[config.mk]
export PLATFORM = sky130hd
export DESIGN_NAME = dmem_bytelane_flat
export DESIGN_NICKNAME = d
export VERILOG_FILES = /design/src/rtl/dmem_bytelane_if.sv /design/src/rtl/dmem_bytelane.sv /design/src/flat_wrapper.sv
export SDC_FILE = /design/constraint.sdc
export NUM_CORES = 2
export LEC_CHECK = 0
export ABC_AREA = 1
export ABC_CLOCK_PERIOD_IN_PS = 3900
export BUFFER_PORTS_ARGS = -buffer_cell sky130_fd_sc_hd__buf_4
export CAP_MARGIN = 15
export CORE_UTILIZATION = 50
export CTS_BUF_LIST = sky130_fd_sc_hd__clkbuf_4
export CTS_CLUSTER_SIZE = 16
export DETAILED_ROUTE_END_ITERATION = 8
export PLACE_DENSITY = 0.69
export RECOVER_POWER = 50
export SYNTH_ARGS = -nofsm -noshare
export SYNTH_HDL_FRONTEND = slang
export SYNTH_SLANG_ARGS = --single-unit
[constraint.sdc]
create_clock -name clk -period 3.9 [get_ports clk]
set_input_delay 0.39 -clock clk [delete_from_list [all_inputs] [get_ports clk]]
set_output_delay 0.39 -clock clk [all_outputs]
set_load 0.01 [all_outputs]
[src/rtl/dmem_bytelane_if.sv]
// Data-memory bus between the core and dmem_bytelane.
// The core drives the request fields; the memory returns load data, the fault
// flag and sweep readiness.
interface dmem_bytelane_if;
    logic        we;
    logic [2:0]  funct3;
    logic [31:0] addr;
    logic [31:0] wd;
    logic [31:0] rd;
    logic        fault;
    logic        ready;

    modport master (
        output we, funct3, addr, wd,
        input  rd, fault, ready
    );

    modport slave (
        input  we, funct3, addr, wd,
        output rd, fault, ready
    );
endinterface

[src/rtl/dmem_bytelane.sv]
// Byte-addressed, little-endian data memory for the single-cycle RV32I core.
// Supports SB/SH/SW and LB/LH/LW/LBU/LHU with lane-masked writes and
// sign/zero-extended loads. Misaligned, out-of-range and illegal accesses
// raise fault. After reset, a sweep FSM zeroes the array before ready rises.
module dmem_bytelane #(
    parameter int unsigned DEPTH = 64
) (
    input  logic           clk,
    input  logic           reset_n,
    dmem_bytelane_if.slave bus
);

    localparam int unsigned AW = $clog2(DEPTH);

    typedef enum logic {
        CLEAR = 1'b0,
        RUN   = 1'b1
    } state_t;

    state_t          state_q, state_d;
    logic [AW-1:0]   clr_idx_q, clr_idx_d;
    logic            ready_q, ready_d;

    // Storage is deliberately not reset; the sweep defines its contents.
    logic [3:0][7:0] mem_q [DEPTH];

    logic            in_run;
    logic [AW-1:0]   word_idx;
    logic [1:0]      lane;
    logic            sz_byte, sz_half, sz_word;
    logic            ld_unsigned, illegal_f3;
    logic            misaligned, out_of_range, access_fault;

    logic [3:0][7:0] rd_word;
    logic [7:0]      rd_byte;
    logic [15:0]     rd_half;
    logic [31:0]     ld_ext;

    logic            wr_en;
    logic [AW-1:0]   wr_idx;
    logic [3:0]      wr_mask;
    logic [3:0][7:0] wr_data;

    assign in_run   = (state_q == RUN);
    assign word_idx = bus.addr[AW+1:2];
    assign lane     = bus.addr[1:0];

    // Decode funct3 into access size, signedness and legality.
    always_comb begin
        sz_byte     = 1'b0;
        sz_half     = 1'b0;
        sz_word     = 1'b0;
        ld_unsigned = 1'b0;
        illegal_f3  = 1'b0;
        case (bus.funct3)
            3'b000:  sz_byte = 1'b1;
            3'b001:  sz_half = 1'b1;
            3'b010:  sz_word = 1'b1;
            3'b100: begin
                sz_byte     = 1'b1;
                ld_unsigned = 1'b1;
            end
            3'b101: begin
                sz_half     = 1'b1;
                ld_unsigned = 1'b1;
            end
            default: illegal_f3 = 1'b1;
        endcase
    end

    // Fault classification; unsigned sizes have no store form.
    always_comb begin
        misaligned   = (sz_half & bus.addr[0]) | (sz_word & (bus.addr[1:0] != 2'b00));
        out_of_range = |bus.addr[31:AW+2];
        access_fault = illegal_f3 | (bus.we & ld_unsigned) | misaligned | out_of_range;
    end

    // Load path: pick the addressed byte/half, shift to bit 0, extend.
    always_comb begin
        rd_word = mem_q[word_idx];
        rd_byte = rd_word[lane];
        rd_half = bus.addr[1] ? {rd_word[3], rd_word[2]} : {rd_word[1], rd_word[0]};
        if (sz_byte) begin
            ld_ext = {{24{~ld_unsigned & rd_byte[7]}}, rd_byte};
        end else if (sz_half) begin
            ld_ext = {{16{~ld_unsigned & rd_half[15]}}, rd_half};
        end else begin
            ld_ext = rd_word;
        end
    end

    assign bus.rd    = (in_run && !access_fault) ? ld_ext : '0;
    assign bus.fault = in_run & access_fault;
    assign bus.ready = ready_q;

    // Write port: the sweep owns it in CLEAR, the bus owns it in RUN.
    always_comb begin
        wr_en   = 1'b0;
        wr_idx  = word_idx;
        wr_mask = '0;
        wr_data = bus.wd;
        if (!in_run) begin
            wr_en   = 1'b1;
            wr_idx  = clr_idx_q;
            wr_mask = '1;
            wr_data = '0;
        end else begin
            wr_en = bus.we & ~access_fault;
            if (sz_byte) begin
                wr_mask = 4'b0001 << lane;
                wr_data = {4{bus.wd[7:0]}};
            end else if (sz_half) begin
                wr_mask = bus.addr[1] ? 4'b1100 : 4'b0011;
                wr_data = {2{bus.wd[15:0]}};
            end else begin
                wr_mask = '1;
                wr_data = bus.wd;
            end
        end
    end

    // Lane-masked array update; unselected lanes hold their value.
    always_ff @(posedge clk) begin
        if (wr_en) begin
            for (int unsigned b = 0; b < 4; b++) begin
                if (wr_mask[b]) begin
                    mem_q[wr_idx][b] <= wr_data[b];
                end
            end
        end
    end

    // Sweep sequencing: walk clr_idx to DEPTH-1, then enter RUN for good.
    always_comb begin
        state_d   = state_q;
        clr_idx_d = clr_idx_q;
        ready_d   = ready_q;
        if (state_q == CLEAR) begin
            if (clr_idx_q == AW'(DEPTH - 1)) begin
                state_d = RUN;
                ready_d = 1'b1;
            end else begin
                clr_idx_d = clr_idx_q + AW'(1);
            end
        end
    end

    // Control state with asynchronous restart of the sweep.
    always_ff @(posedge clk or negedge reset_n) begin
        if (!reset_n) begin
            state_q   <= CLEAR;
            clr_idx_q <= '0;
            ready_q   <= 1'b0;
        end else begin
            state_q   <= state_d;
            clr_idx_q <= clr_idx_d;
            ready_q   <= ready_d;
        end
    end

endmodule

[src/flat_wrapper.sv]
// flat-port wrapper written by rule: the top's interface ports become plain ports
module dmem_bytelane_flat 
#(
    parameter int unsigned DEPTH = 64
)
  (clk, reset_n, bus_we, bus_funct3, bus_addr, bus_wd, bus_rd, bus_fault, bus_ready);
  dmem_bytelane_if bus_i ();
  input  logic clk;
  input  logic reset_n;
  input wire logic [$bits(bus_i.we)-1:0] bus_we;
  input wire logic [$bits(bus_i.funct3)-1:0] bus_funct3;
  input wire logic [$bits(bus_i.addr)-1:0] bus_addr;
  input wire logic [$bits(bus_i.wd)-1:0] bus_wd;
  output wire logic [$bits(bus_i.rd)-1:0] bus_rd;
  output wire logic [$bits(bus_i.fault)-1:0] bus_fault;
  output wire logic [$bits(bus_i.ready)-1:0] bus_ready;
  assign bus_i.we = bus_we;
  assign bus_i.funct3 = bus_funct3;
  assign bus_i.addr = bus_addr;
  assign bus_i.wd = bus_wd;
  assign bus_rd = bus_i.rd;
  assign bus_fault = bus_i.fault;
  assign bus_ready = bus_i.ready;
  dmem_bytelane #(.DEPTH(DEPTH)) u_core (.clk(clk), .reset_n(reset_n), .bus(bus_i));
endmodule
==> results.cfg <==
[synth]
synth_seq_area_share_pct = 72.6
synth_area_per_cell_um2 = 11.8
synth_edf_count = 2048
postSynthRegisterBits = 2056
ys_dominant_reg_cell = sky130_fd_sc_hd__edfxtp_1
mapped_cells = 7204
yosysWarningCount = 0
postSynth.asyncResetShare_pct = 0.389
synthDistinctLibCells = 42
syn_area_um2 = 85000
syn_nets = 7275

[grt]
gr-total-overflow = 0
grt_max_degree = 142
grt_pass1_wl_um = 377000
antenna_found_initial = 6
gr-usage-all-layers_pct = 29.6
first_global_vias = 59100

[route]
vias_per_cell = 5.91
route.met3.wl_um = 30300
dr.max_layer_used = met5
wl_per_cell_um = 24.7
drt-met1-wl_um = 95500
met2_wirelength_um = 116000
count_of_vias_placed_by_the_detailed_router = 61800
initialDrtViolationCount = 7961
drtAntennaViolNets = 0
detail_route.first_pass.iterations = 8
wirelength_um = 259000
drcViolationCount = 0

[job]
max_cap_viol_count = 11

[hold_path]
min_path_type = in2reg
hold_path_startpoint = bus_addr[1]

[clock_network]
tritoncts.num_buffers = 534
cts_buffer_depth = 4
htreeDepth = 6
count_of_clock_tree_sinks = 2056
insertion_delay_ps = 1350
cts_tree = done
path_clk_slew_ps = 70
clockRootBuffer = sky130_fd_sc_hd__clkbuf_4

[critical_path]
regToRegStartpoint = u_core.in_run$_DFF_PN0_
number_of_cells_on_the_worst_reg_to_reg_path = 6
regToRegSetupSlack_ps = -20
critPathMaxFanout = 11
setup.worst_path.start_class = flop
worstSetupEndpointType = flop
crit_required_ps = 4930
path_class = reg2reg
regToRegEndpoint = u_core.mem_q[4][23]$_DFFE_PP_
timing.critical_path.from = u_core.in_run$_DFF_PN0_
cp_data_arrival_time_ps = 4950
critPathCapture = u_core.mem_q[4][23]$_DFFE_PP_

[floorplan]
core-area_um2 = 168000
placementRows = 150
dieArea_um2 = 172000
floorplan.die.height_um = 414
start_util_pct = 50.6
io-pin-count = 104
die_width_um = 414

[place]
count_of_placed_standard_cells_including_taps = 9546
post_place_setup_slack_ps = 208
detailedPlacementHpwl_um = 161000
place.gp.congestion = 0.964
numPortBuffers = 103

[finish]
register_area_um2 = 61700
finalCoreUtilization_pct = 58.0
finalNetCount = 7990
area_growth_pct = 14.7
layout-drive-gt1-share_pct = 17.8
finish.cell_count_without_fillers = 10500
multiInputGateArea_um2 = 20600
fillCellCount = 13500

[sta]
timing.final.max_slew_violations = 660
min_period_over_period_pct = 100
setup_ws_ps = -15.0
finalSetupViolations = 6
slew_headroom_pct = -25.8
setup_repair_after_global_routing_missed_its_margin = true
max_freq_ghz = 0.255
worst_hold_slack_ps = 232
clk_skew_ps = 112
hold_viol_final = 0
slew_at_the_pin_closest_to_its_max_slew_limit_ps = 1870
timing.final.crit_period_ps = 3920

[power]
irDropWorstVdd_mv = 0.348
total_power_mw = 44.8
power_per_unit_of_standard_cell_area_nw_per_um2 = 460
total_leakage_power_nw = 34.1

[outcome]
run_status = finished with violations
failing_checks = capacitance limit, slew limit, setup timing
[power breakdown]
part           internal (mW)  switching, mW  leakage [nW]
sequential              23.9              0          15.0
clock                   9.67           8.54          3.86
combinational          0.826           1.89          15.3
total                   34.4           10.4          34.1
[kinds of logic after synthesis]
family,after synthesis,share of synthesized area [%]
AND/OR/NAND/NOR,4018,20.1
flip-flops,2056,72.6
buffers and inverters,566,3.66
AO/OA/AOI/OAI,559,3.60
XOR/XNOR,4,0.0412
adder cells (fa/ha/maj),1,0.0147
[layout by cell type, fill, tap and decap left out, types with 13 or more instances in the layout]
cell                            synthesis  layout
sky130_fd_sc_hd__o21ai_0              276     275
sky130_fd_sc_hd__nor2_1               581     582
sky130_fd_sc_hd__nand3_1             1552    1514
sky130_fd_sc_hd__edfxtp_1            2048    2048
sky130_fd_sc_hd__dlygate4sd3_1          0      35
sky130_fd_sc_hd__clkinv_1               1      87
sky130_fd_sc_hd__clkbuf_4               0     754
sky130_fd_sc_hd__bufinv_16              0      13
sky130_fd_sc_hd__a21oi_1               82      67
sky130_fd_sc_hd__o21ai_1               47      47
sky130_fd_sc_hd__clkbuf_2               1      29
sky130_fd_sc_hd__buf_4                 76     491
sky130_fd_sc_hd__nand2_1             1860    1858
sky130_fd_sc_hd__inv_1                 68      62
sky130_fd_sc_hd__clkbuf_1              97      43
sky130_fd_sc_hd__nand3_2                0      33
sky130_fd_sc_hd__buf_12                 1      59
sky130_fd_sc_hd__o22ai_1              140     140
sky130_fd_sc_hd__inv_2                  7      25
[sequential cells by signal, summed over array words and instances (netlist names)]
signal            cells
u_core.in_run         1
u_core.bus.ready      1
u_core.mem_q       2048
u_core.clr_idx_q      6
[how the worst min path moves through the flow]
stage          slack (ps)  depth (start not counted)                        endpoint
2_1_floorplan          90                          0    u_core.bus.ready$_DFFE_PN0P_
3_3_place_gp          220                          1    u_core.bus.ready$_DFFE_PN0P_
3_5_place_dp          220                          1    u_core.bus.ready$_DFFE_PN0P_
4_1_cts                20                          3  u_core.mem_q[14][23]$_DFFE_PP_
5_1_grt               150                          7   u_core.mem_q[9][13]$_DFFE_PP_
6_report              230                          7  u_core.mem_q[40][31]$_DFFE_PP_
[routing by layer]
layer  up-vias  GRT usage [%]
li1      27500              -
met4         6           19.5
met1     29800           38.1
met5         -              0
met3       745           8.41
met2      3878           44.0
[cells in the mapped netlist, types with 5 or more instances]
| master | instances | area share [%] |
|---|---|---|
| sky130_fd_sc_hd__inv_2 | 7 | 0.031 |
| sky130_fd_sc_hd__o22ai_1 | 140 | 1.0 |
| sky130_fd_sc_hd__buf_6 | 49 | 0.65 |
| sky130_fd_sc_hd__o21ai_0 | 276 | 1.6 |
| sky130_fd_sc_hd__clkbuf_1 | 97 | 0.43 |
| sky130_fd_sc_hd__buf_4 | 76 | 0.67 |
| sky130_fd_sc_hd__inv_1 | 68 | 0.30 |
| sky130_fd_sc_hd__o21ai_1 | 47 | 0.28 |
| sky130_fd_sc_hd__nor2_4 | 5 | 0.066 |
| sky130_fd_sc_hd__nor2_2 | 5 | 0.037 |
| sky130_fd_sc_hd__nand3_1 | 1552 | 9.1 |
| sky130_fd_sc_hd__nand2_1 | 1860 | 8.2 |
| sky130_fd_sc_hd__edfxtp_1 | 2048 | 72 |
| sky130_fd_sc_hd__dfrtp_1 | 8 | 0.24 |
| sky130_fd_sc_hd__nor2_1 | 581 | 2.6 |
| sky130_fd_sc_hd__a21oi_1 | 82 | 0.48 |
| sky130_fd_sc_hd__nor4_1 | 6 | 0.044 |
| sky130_fd_sc_hd__buf_1 | 51 | 0.23 |
| sky130_fd_sc_hd__buf_2 | 208 | 1.2 |
[final cells by class]
cell class              instances  share of cell area (%)
flip-flops and latches       2056                    63.3
multi-input cells            4585                    21.2
clock buffers                 751                    5.78
repair buffers                663                    5.73
well taps                    2204                    2.83
clock inverters               119                   0.819
inverters                      79                   0.361
diodes                         11                  0.0282
[worst max-delay path, stage by stage (launching register included)]
cell and delay, ps:
sky130_fd_sc_hd__dfrtp_1 670, sky130_fd_sc_hd__buf_4 290, sky130_fd_sc_hd__inv_2 180, sky130_fd_sc_hd__o31ai_1 1530, sky130_fd_sc_hd__clkbuf_2 570, sky130_fd_sc_hd__nor2_1 120, sky130_fd_sc_hd__buf_4 230
[metrics by stage]
stage,cell area (um^2),setup TNS [ps]
after floorplan,85000,0
final,97500,-66.4
after global routing,97500,-299
after CTS,97600,-30.6
after detailed placement,90700,0
after global placement,90700,0
[repair_timing]
item,in CTS,in global routing
endpoints found under the setup margin,30,32
hold buffers,35,0
pin swaps,0,7
gates cloned,1,2
gates resized for setup,18,40
hold endpoints to repair,1562,0
setup buffers,0,1
(Power assumes the default switching activity.)
